--- src/rtl/alu_iter.sv ---
// alu_iter: handshaked, fully registered ALU with a tag passthrough.
// Define ALU_MULDIV_EN to add the iterative RISC-V M-extension multiply/divide engine.
module alu_iter #(
    parameter int XLEN  = 32,
    parameter int TAG_W = 5
) (
    input  logic             clk,
    input  logic             rst,
    input  logic             flush,
    input  logic             in_valid,
    output logic             in_ready,
    input  logic [4:0]       in_op,
    input  logic [XLEN-1:0]  in_a,
    input  logic [XLEN-1:0]  in_b,
    input  logic [TAG_W-1:0] in_tag,
    output logic             out_valid,
    input  logic             out_ready,
    output logic [XLEN-1:0]  out_data,
    output logic [TAG_W-1:0] out_tag,
    output logic             out_illegal
);
    localparam int SH_W = $clog2(XLEN);

    logic            busy;
    logic            accept;
    logic [SH_W-1:0] shamt;
    logic [XLEN-1:0] sc_res;
    logic            sc_illegal;
    logic            sc_iter;

    assign in_ready = !rst && !flush && !busy && (!out_valid || out_ready);
    assign accept   = in_valid && in_ready;
    assign shamt    = in_b[SH_W-1:0];

`ifdef ALU_MULDIV_EN
    localparam logic [XLEN-1:0] MOST_NEG = {1'b1, {(XLEN-1){1'b0}}};

    typedef enum logic [1:0] {S_IDLE, S_MUL, S_DIV} state_t;

    state_t              state;
    logic [SH_W-1:0]     cnt;
    logic                op_hi;
    logic                is_rem;
    logic                neg_res;
    logic [TAG_W-1:0]    tag_q;
    logic [2*XLEN-1:0]   mcand;
    logic [XLEN-1:0]     mplier;
    logic [2*XLEN-1:0]   prod;
    logic [XLEN-1:0]     rem_q;
    logic [XLEN-1:0]     quot;
    logic [XLEN-1:0]     divisor;
    logic                sign_op;
    logic                last;
    logic [2*XLEN-1:0]   prod_nxt;
    logic [2*XLEN-1:0]   mul_fin;
    logic [XLEN:0]       div_shift;
    logic [XLEN:0]       trial;
    logic [XLEN-1:0]     rem_nxt;
    logic [XLEN-1:0]     quot_nxt;
    logic [XLEN-1:0]     div_val;
    logic [XLEN-1:0]     mul_res;
    logic [XLEN-1:0]     div_res;

    function automatic logic [XLEN-1:0] mag(input logic [XLEN-1:0] v, input logic sgn);
        return (sgn && v[XLEN-1]) ? -v : v;
    endfunction

    assign busy    = (state != S_IDLE);
    assign sign_op = (in_op == 5'd17) || (in_op == 5'd20) || (in_op == 5'd22);
    assign last    = (cnt == SH_W'(XLEN-1));

    // One shift-add step and one restoring-division step per cycle; the final
    // step's result is folded straight into the output register.
    always_comb begin
        prod_nxt  = mplier[0] ? prod + mcand : prod;
        mul_fin   = neg_res ? -prod_nxt : prod_nxt;
        mul_res   = op_hi ? mul_fin[2*XLEN-1:XLEN] : mul_fin[XLEN-1:0];
        div_shift = {rem_q, quot[XLEN-1]};
        trial     = div_shift - {1'b0, divisor};
        rem_nxt   = trial[XLEN] ? div_shift[XLEN-1:0] : trial[XLEN-1:0];
        quot_nxt  = {quot[XLEN-2:0], ~trial[XLEN]};
        div_val   = is_rem ? rem_nxt : quot_nxt;
        div_res   = neg_res ? -div_val : div_val;
    end
`else
    assign busy = 1'b0;
`endif

    always_comb begin
        sc_res     = '0;
        sc_illegal = 1'b0;
        sc_iter    = 1'b0;
        case (in_op)
            5'd0:  sc_res = in_a + in_b;
            5'd1:  sc_res = in_a - in_b;
            5'd2:  sc_res = in_a & in_b;
            5'd3:  sc_res = in_a | in_b;
            5'd4:  sc_res = in_a ^ in_b;
            5'd5:  sc_res = in_a << shamt;
            5'd6:  sc_res = in_a >> shamt;
            5'd7:  sc_res = $signed(in_a) >>> shamt;
            5'd8:  sc_res = XLEN'(in_a == in_b);
            5'd9:  sc_res = XLEN'(in_a != in_b);
            5'd10: sc_res = XLEN'($signed(in_a) < $signed(in_b));
            5'd11: sc_res = XLEN'($signed(in_a) >= $signed(in_b));
            5'd12: sc_res = XLEN'(in_a < in_b);
            5'd13: sc_res = XLEN'(in_a >= in_b);
`ifdef ALU_MULDIV_EN
            5'd16, 5'd17, 5'd18: sc_iter = 1'b1;
            // in_op[1] selects remainder, in_op[0] selects unsigned
            5'd20, 5'd21, 5'd22, 5'd23: begin
                if (in_b == '0)
                    sc_res = in_op[1] ? in_a : '1;
                else if (!in_op[0] && in_a == MOST_NEG && in_b == '1)
                    sc_res = in_op[1] ? '0 : in_a;
                else
                    sc_iter = 1'b1;
            end
`endif
            default: sc_illegal = 1'b1;
        endcase
    end

    always_ff @(posedge clk) begin
        if (rst) begin
            out_valid   <= 1'b0;
            out_data    <= '0;
            out_tag     <= '0;
            out_illegal <= 1'b0;
`ifdef ALU_MULDIV_EN
            state       <= S_IDLE;
`endif
        end else if (flush) begin
            out_valid <= 1'b0;
`ifdef ALU_MULDIV_EN
            state     <= S_IDLE;
`endif
        end else begin
            if (out_ready)
                out_valid <= 1'b0;
            if (accept && !sc_iter) begin
                out_valid   <= 1'b1;
                out_data    <= sc_res;
                out_tag     <= in_tag;
                out_illegal <= sc_illegal;
            end
`ifdef ALU_MULDIV_EN
            case (state)
                S_IDLE: begin
                    if (accept && sc_iter) begin
                        mcand   <= {{XLEN{1'b0}}, mag(in_a, sign_op)};
                        mplier  <= mag(in_b, sign_op);
                        prod    <= '0;
                        rem_q   <= '0;
                        quot    <= mag(in_a, sign_op);
                        divisor <= mag(in_b, sign_op);
                        cnt     <= '0;
                        tag_q   <= in_tag;
                        op_hi   <= (in_op != 5'd16);
                        is_rem  <= in_op[1];
                        if (in_op[2])
                            neg_res <= sign_op && (in_op[1] ? in_a[XLEN-1]
                                                            : (in_a[XLEN-1] ^ in_b[XLEN-1]));
                        else
                            neg_res <= sign_op && (in_a[XLEN-1] ^ in_b[XLEN-1]);
                        state   <= in_op[2] ? S_DIV : S_MUL;
                    end
                end
                S_MUL: begin
                    prod   <= prod_nxt;
                    mcand  <= mcand << 1;
                    mplier <= mplier >> 1;
                    cnt    <= cnt + 1'b1;
                    if (last) begin
                        out_valid   <= 1'b1;
                        out_data    <= mul_res;
                        out_tag     <= tag_q;
                        out_illegal <= 1'b0;
                        state       <= S_IDLE;
                    end
                end
                S_DIV: begin
                    rem_q <= rem_nxt;
                    quot  <= quot_nxt;
                    cnt   <= cnt + 1'b1;
                    if (last) begin
                        out_valid   <= 1'b1;
                        out_data    <= div_res;
                        out_tag     <= tag_q;
                        out_illegal <= 1'b0;
                        state       <= S_IDLE;
                    end
                end
                default: state <= S_IDLE;
            endcase
`endif
        end
    end
endmodule

--- config.mk ---
export PLATFORM = sky130hd
export DESIGN_NAME = alu_iter
export DESIGN_NICKNAME = d
export VERILOG_FILES = /design/src/rtl/alu_iter.sv
export SDC_FILE = /design/constraint.sdc
export NUM_CORES = 1
export LEC_CHECK = 0
export BUFFER_PORTS_ARGS = -buffer_cell sky130_fd_sc_hd__buf_2
export CAP_MARGIN = 10
export CELL_PAD_IN_SITES_DETAIL_PLACEMENT = 2
export CELL_PAD_IN_SITES_GLOBAL_PLACEMENT = 2
export CORE_AREA = 2 2 121 240
export DETAILED_ROUTE_END_ITERATION = 7
export DIE_AREA = 0 0 123 242
export PLACE_DENSITY = 0.85
export REMOVE_ABC_BUFFERS = 1
export SLEW_MARGIN = 20
export SYNTH_ARGS = -nofsm -noshare
export SYNTH_HDL_FRONTEND = slang
export SYNTH_SLANG_ARGS = --single-unit
export TNS_END_PERCENT = 5
--- constraint.sdc ---
create_clock -name clk -period 9.8 [get_ports clk]
set_clock_uncertainty 0.1 [all_clocks]
set_input_delay 1.47 -clock clk [delete_from_list [all_inputs] [get_ports clk]]
set_output_delay 1.47 -clock clk [all_outputs]
set_load 0.05 [all_outputs]
==> results by group <==
Clocking
  – Clock sinks: 39
  – Clock-pin slew on the worst setup and hold paths: 80 ps
  – Cts hold-fix bufs: 0
  – CTS root buf: clkbuf_16
  – H-tree Lvls: 2
  – Resize count post-CTS: 0
  – Clk_lat worst skew: 320 ps
  – CTS Buffer Depth: 2
  – CTS Buf Count: 5
  – CTS tree: built
  – Postcts setup bufs: 0

Yosys
  – Seq cells post-synth: 39
  – Synth top area cells: ha_1 (12%), dfxtp_1 (7.5%), mux4_2 (6.5%)
  – EDFF count, synth: 0
  – Mean Syn Cell Area: 7.28 µm²
  – Yosys cell types: 98
  – Yosys warnings: 0
  – Area leader, netlist: ha_1
  – Main synth FF type: dfxtp_1
  – Synth top area share: 11.9%
  – Most numerous cell in the Yosys netlist: nor2_1
  – Asr flop ratio synth: 0%
  – Synthesized area: 0.0104 mm²
  – Sequential-to-total area share from yosys stat: 7.48%
  – Cells after Synth: 1433
  – Synth cell count leaders: nor2_1 (147), nand2_1 (139), a21oi_1 (130)

Routing
  – Vias per cell: 7.05
  – Detailed Routing Iterations Pass 1: 5
  – Vias post-DR: 12.9k
  – Routed len/inst: 33.3 µm
  – Total routed wirelength: 60900 µm
  – Routed Antenna Nets: 0
  – Initial DRC Count: 821
  – DRC viols: 0

Power and ir drop
  – Comb pwr share: 59.2%
  – Net Switching: 0.490 mW
  – Flop pwr share: 17.1%
  – Power Density: 85.7 mW/mm²
  – Leak: 4.79 nW
  – Maximum vdd drop: 60.5 µV
  – Int Power: 0.469 mW
  – Sw frac: 51.1%
  – Clock power frac: 23.7%

Global route
  – Largest net degree at the start of global routing: 68
  – Antenna violations before repair: 0
  – Global-route wire length before repair: 89900 µm
  – Grt ovf: 0
  – GRT Overall Usage: 41.0%
  – Vias in the first global route: 14.1k

Setup path
  – CP arrival: 6000 ps
  – Worst path bufs/invs: 4
  – Critical Path RT: 9930 ps
  – Critical Path Source: in_b[1]
  – Slowest stage delay, CP: 600 ps
  – Maximum fanout along the worst path: 33
  – CP cell instances: buf_2, buf_4, clkinv_1, buf_4, ha_1, a21o_1, a21oi_1, o21ai_0, o21ai_0, a21oi_1, or4b_1, a211oi_1, nor3b_1, a221oi_1
  – Crit-path slowest cell: or4b_1
  – Crit end category: flip-flop
  – Worst Setup Path Type: in -> reg
  – Crit path max-delay family: compound AO/OA/AOI/OAI gates
  – Startpoint Class: primary input
  – Worst r2r src: out_valid

Timing
  – Setup Total Neg Slack: 0 ps
  – Fin crit share: 59.9%
  – RSZ-0062 raised after global routing: false
  – Final setup vio count: 0
  – Period minus WS final: 5870 ps
  – Final Max Tran Viols: 0
  – Fmax: 170 MHz
  – Worst-Margin Slew: 1290 ps
  – Final hold vios: 0
  – Max_slew headroom: 13.5%

Placement
  – Port buffer count: 118
  – Dpl cells: 1819
  – Placer Congestion: 1.03
  – Dpl hpwl: 46600 µm

Die
  – Initial Utilization: 37.2%
  – Die Area: 0.0298 mm²
  – I/O pin count: 119
  – Num rows: 87
  – Die H: 242 µm
  – Die Wd: 123 µm
  – Core Area: 0.0281 mm²

Finish
  – Reg area: 781 µm²
  – Fillers: 3406
  – Share of layout cells above drive strength 1: 15.0%
  – Area of the multi-input gates: 0.00863 mm²
  – NumNets Final: 1650
  – P&R area growth vs syn: 7.13%
  – Final instance count without filler cells: 1827
  – Antenna cells: 0

Job
  – Max-cap violations: 0

Worst hold path
  – HP Class: reg -> reg
  – Worst Hold Launch: out_tag[4]

Run status
  – Outcome: finished, final reports clean
## stage by stage
| stage | setup WS [ps] | power (mW) | cell area [µm²] | hold slack [ps] | utilization, % |
|---|---|---|---|---|---|
| global placement | 3940 | 0.703 | 11000 | 335 | 39.2 |
| detailed placement | 3820 | 0.717 | 11000 | 342 | 39.2 |
| global route | 3870 | 0.999 | 11200 | 378 | 39.8 |
| finish | 3930 | 0.958 | 11200 | 359 | 39.8 |
| CTS | 4140 | 0.949 | 11200 | 359 | 39.8 |
| floorplan | 5230 | 0.486 | 9780 | 571 | - |
## sequential cells by signal (all words and copies together) (netlist names)
| signal | cells |
|---|---|
| out_data | 32 |
| out_valid | 1 |
| out_illegal | 1 |
| out_tag | 5 |
## cell usage in the layout, fill, tap and decap left out, drive strengths merged, types with 17 or more instances in the layout
cell | synthesis | final
buf | 34 | 140
o21ai | 101 | 101
nand3 | 45 | 45
o211ai | 26 | 26
a211oi | 27 | 27
a221oi | 26 | 26
inv | 103 | 103
nor3 | 24 | 24
mux2i | 32 | 32
ha | 99 | 99
nor2 | 147 | 147
a21o | 18 | 18
o21bai | 20 | 20
nand2 | 141 | 141
o31ai | 17 | 17
mux4 | 48 | 48
a21oi | 130 | 130
dfxtp | 39 | 39
## cells by family (layout without fill, tap and decap cells)
family | Yosys count | count (layout) | share of synthesized area, %
compound gates | 516 | 516 | 33.5
simple gates | 465 | 465 | 20.9
buf+inv | 215 | 253 | 10.1
fa+ha+maj | 101 | 101 | 12.2
mux | 93 | 93 | 15.5
flops | 39 | 39 | 7.48
xor+xnor | 4 | 4 | 0.336
## power by group through the flow
stage	combinational, mW	sequential, mW	clock (mW)
floorplan	0.306	0.179	0
global placement	0.535	0.168	0
detailed placement	0.550	0.168	0
CTS	0.553	0.164	0.231
global route	0.602	0.164	0.233
finish	0.568	0.164	0.227
## worst register-to-register path, cell delays in order, from the launching register on
cell,delay (ps)
dfxtp_1,320
nor2b_1,170
nor3_2,430
nand2_2,610
nand2_1,300
nand3_1,290
a311oi_1,920
a221oi_1,210
## layer usage
layer / track usage [%] / vias up / part of all wire (%)
met2: 69.7 / 620 / 50
met3: 5.48 / 354 / 5.0
met1: 39.6 / 6432 / 32
li1: - / 5468 / -
met4: 43.2 / 0 / 13
met5: 0 / - / 0
## path summary, 6_finish.rpt
check / end / slack [ps] / cells past startpoint
min: out_tag[4] / 360 / 2
max reg2reg: out_data[19] / 6290 / 7
max: out_data[29] / 3930 / 14
min reg2reg: out_tag[4] / 360 / 2
## area by class of cell
type	instances	area share, %
Clock buffer	6	1.24
Clock inverter	2	0.313
Inverter	105	3.52
Multi-Input combinational cell	1179	77.2
Sequential cell	39	6.98
Tap cell	356	3.98
Timing Repair Buffer	140	6.78
No activity file was read; power rests on OpenSTA's default activity.
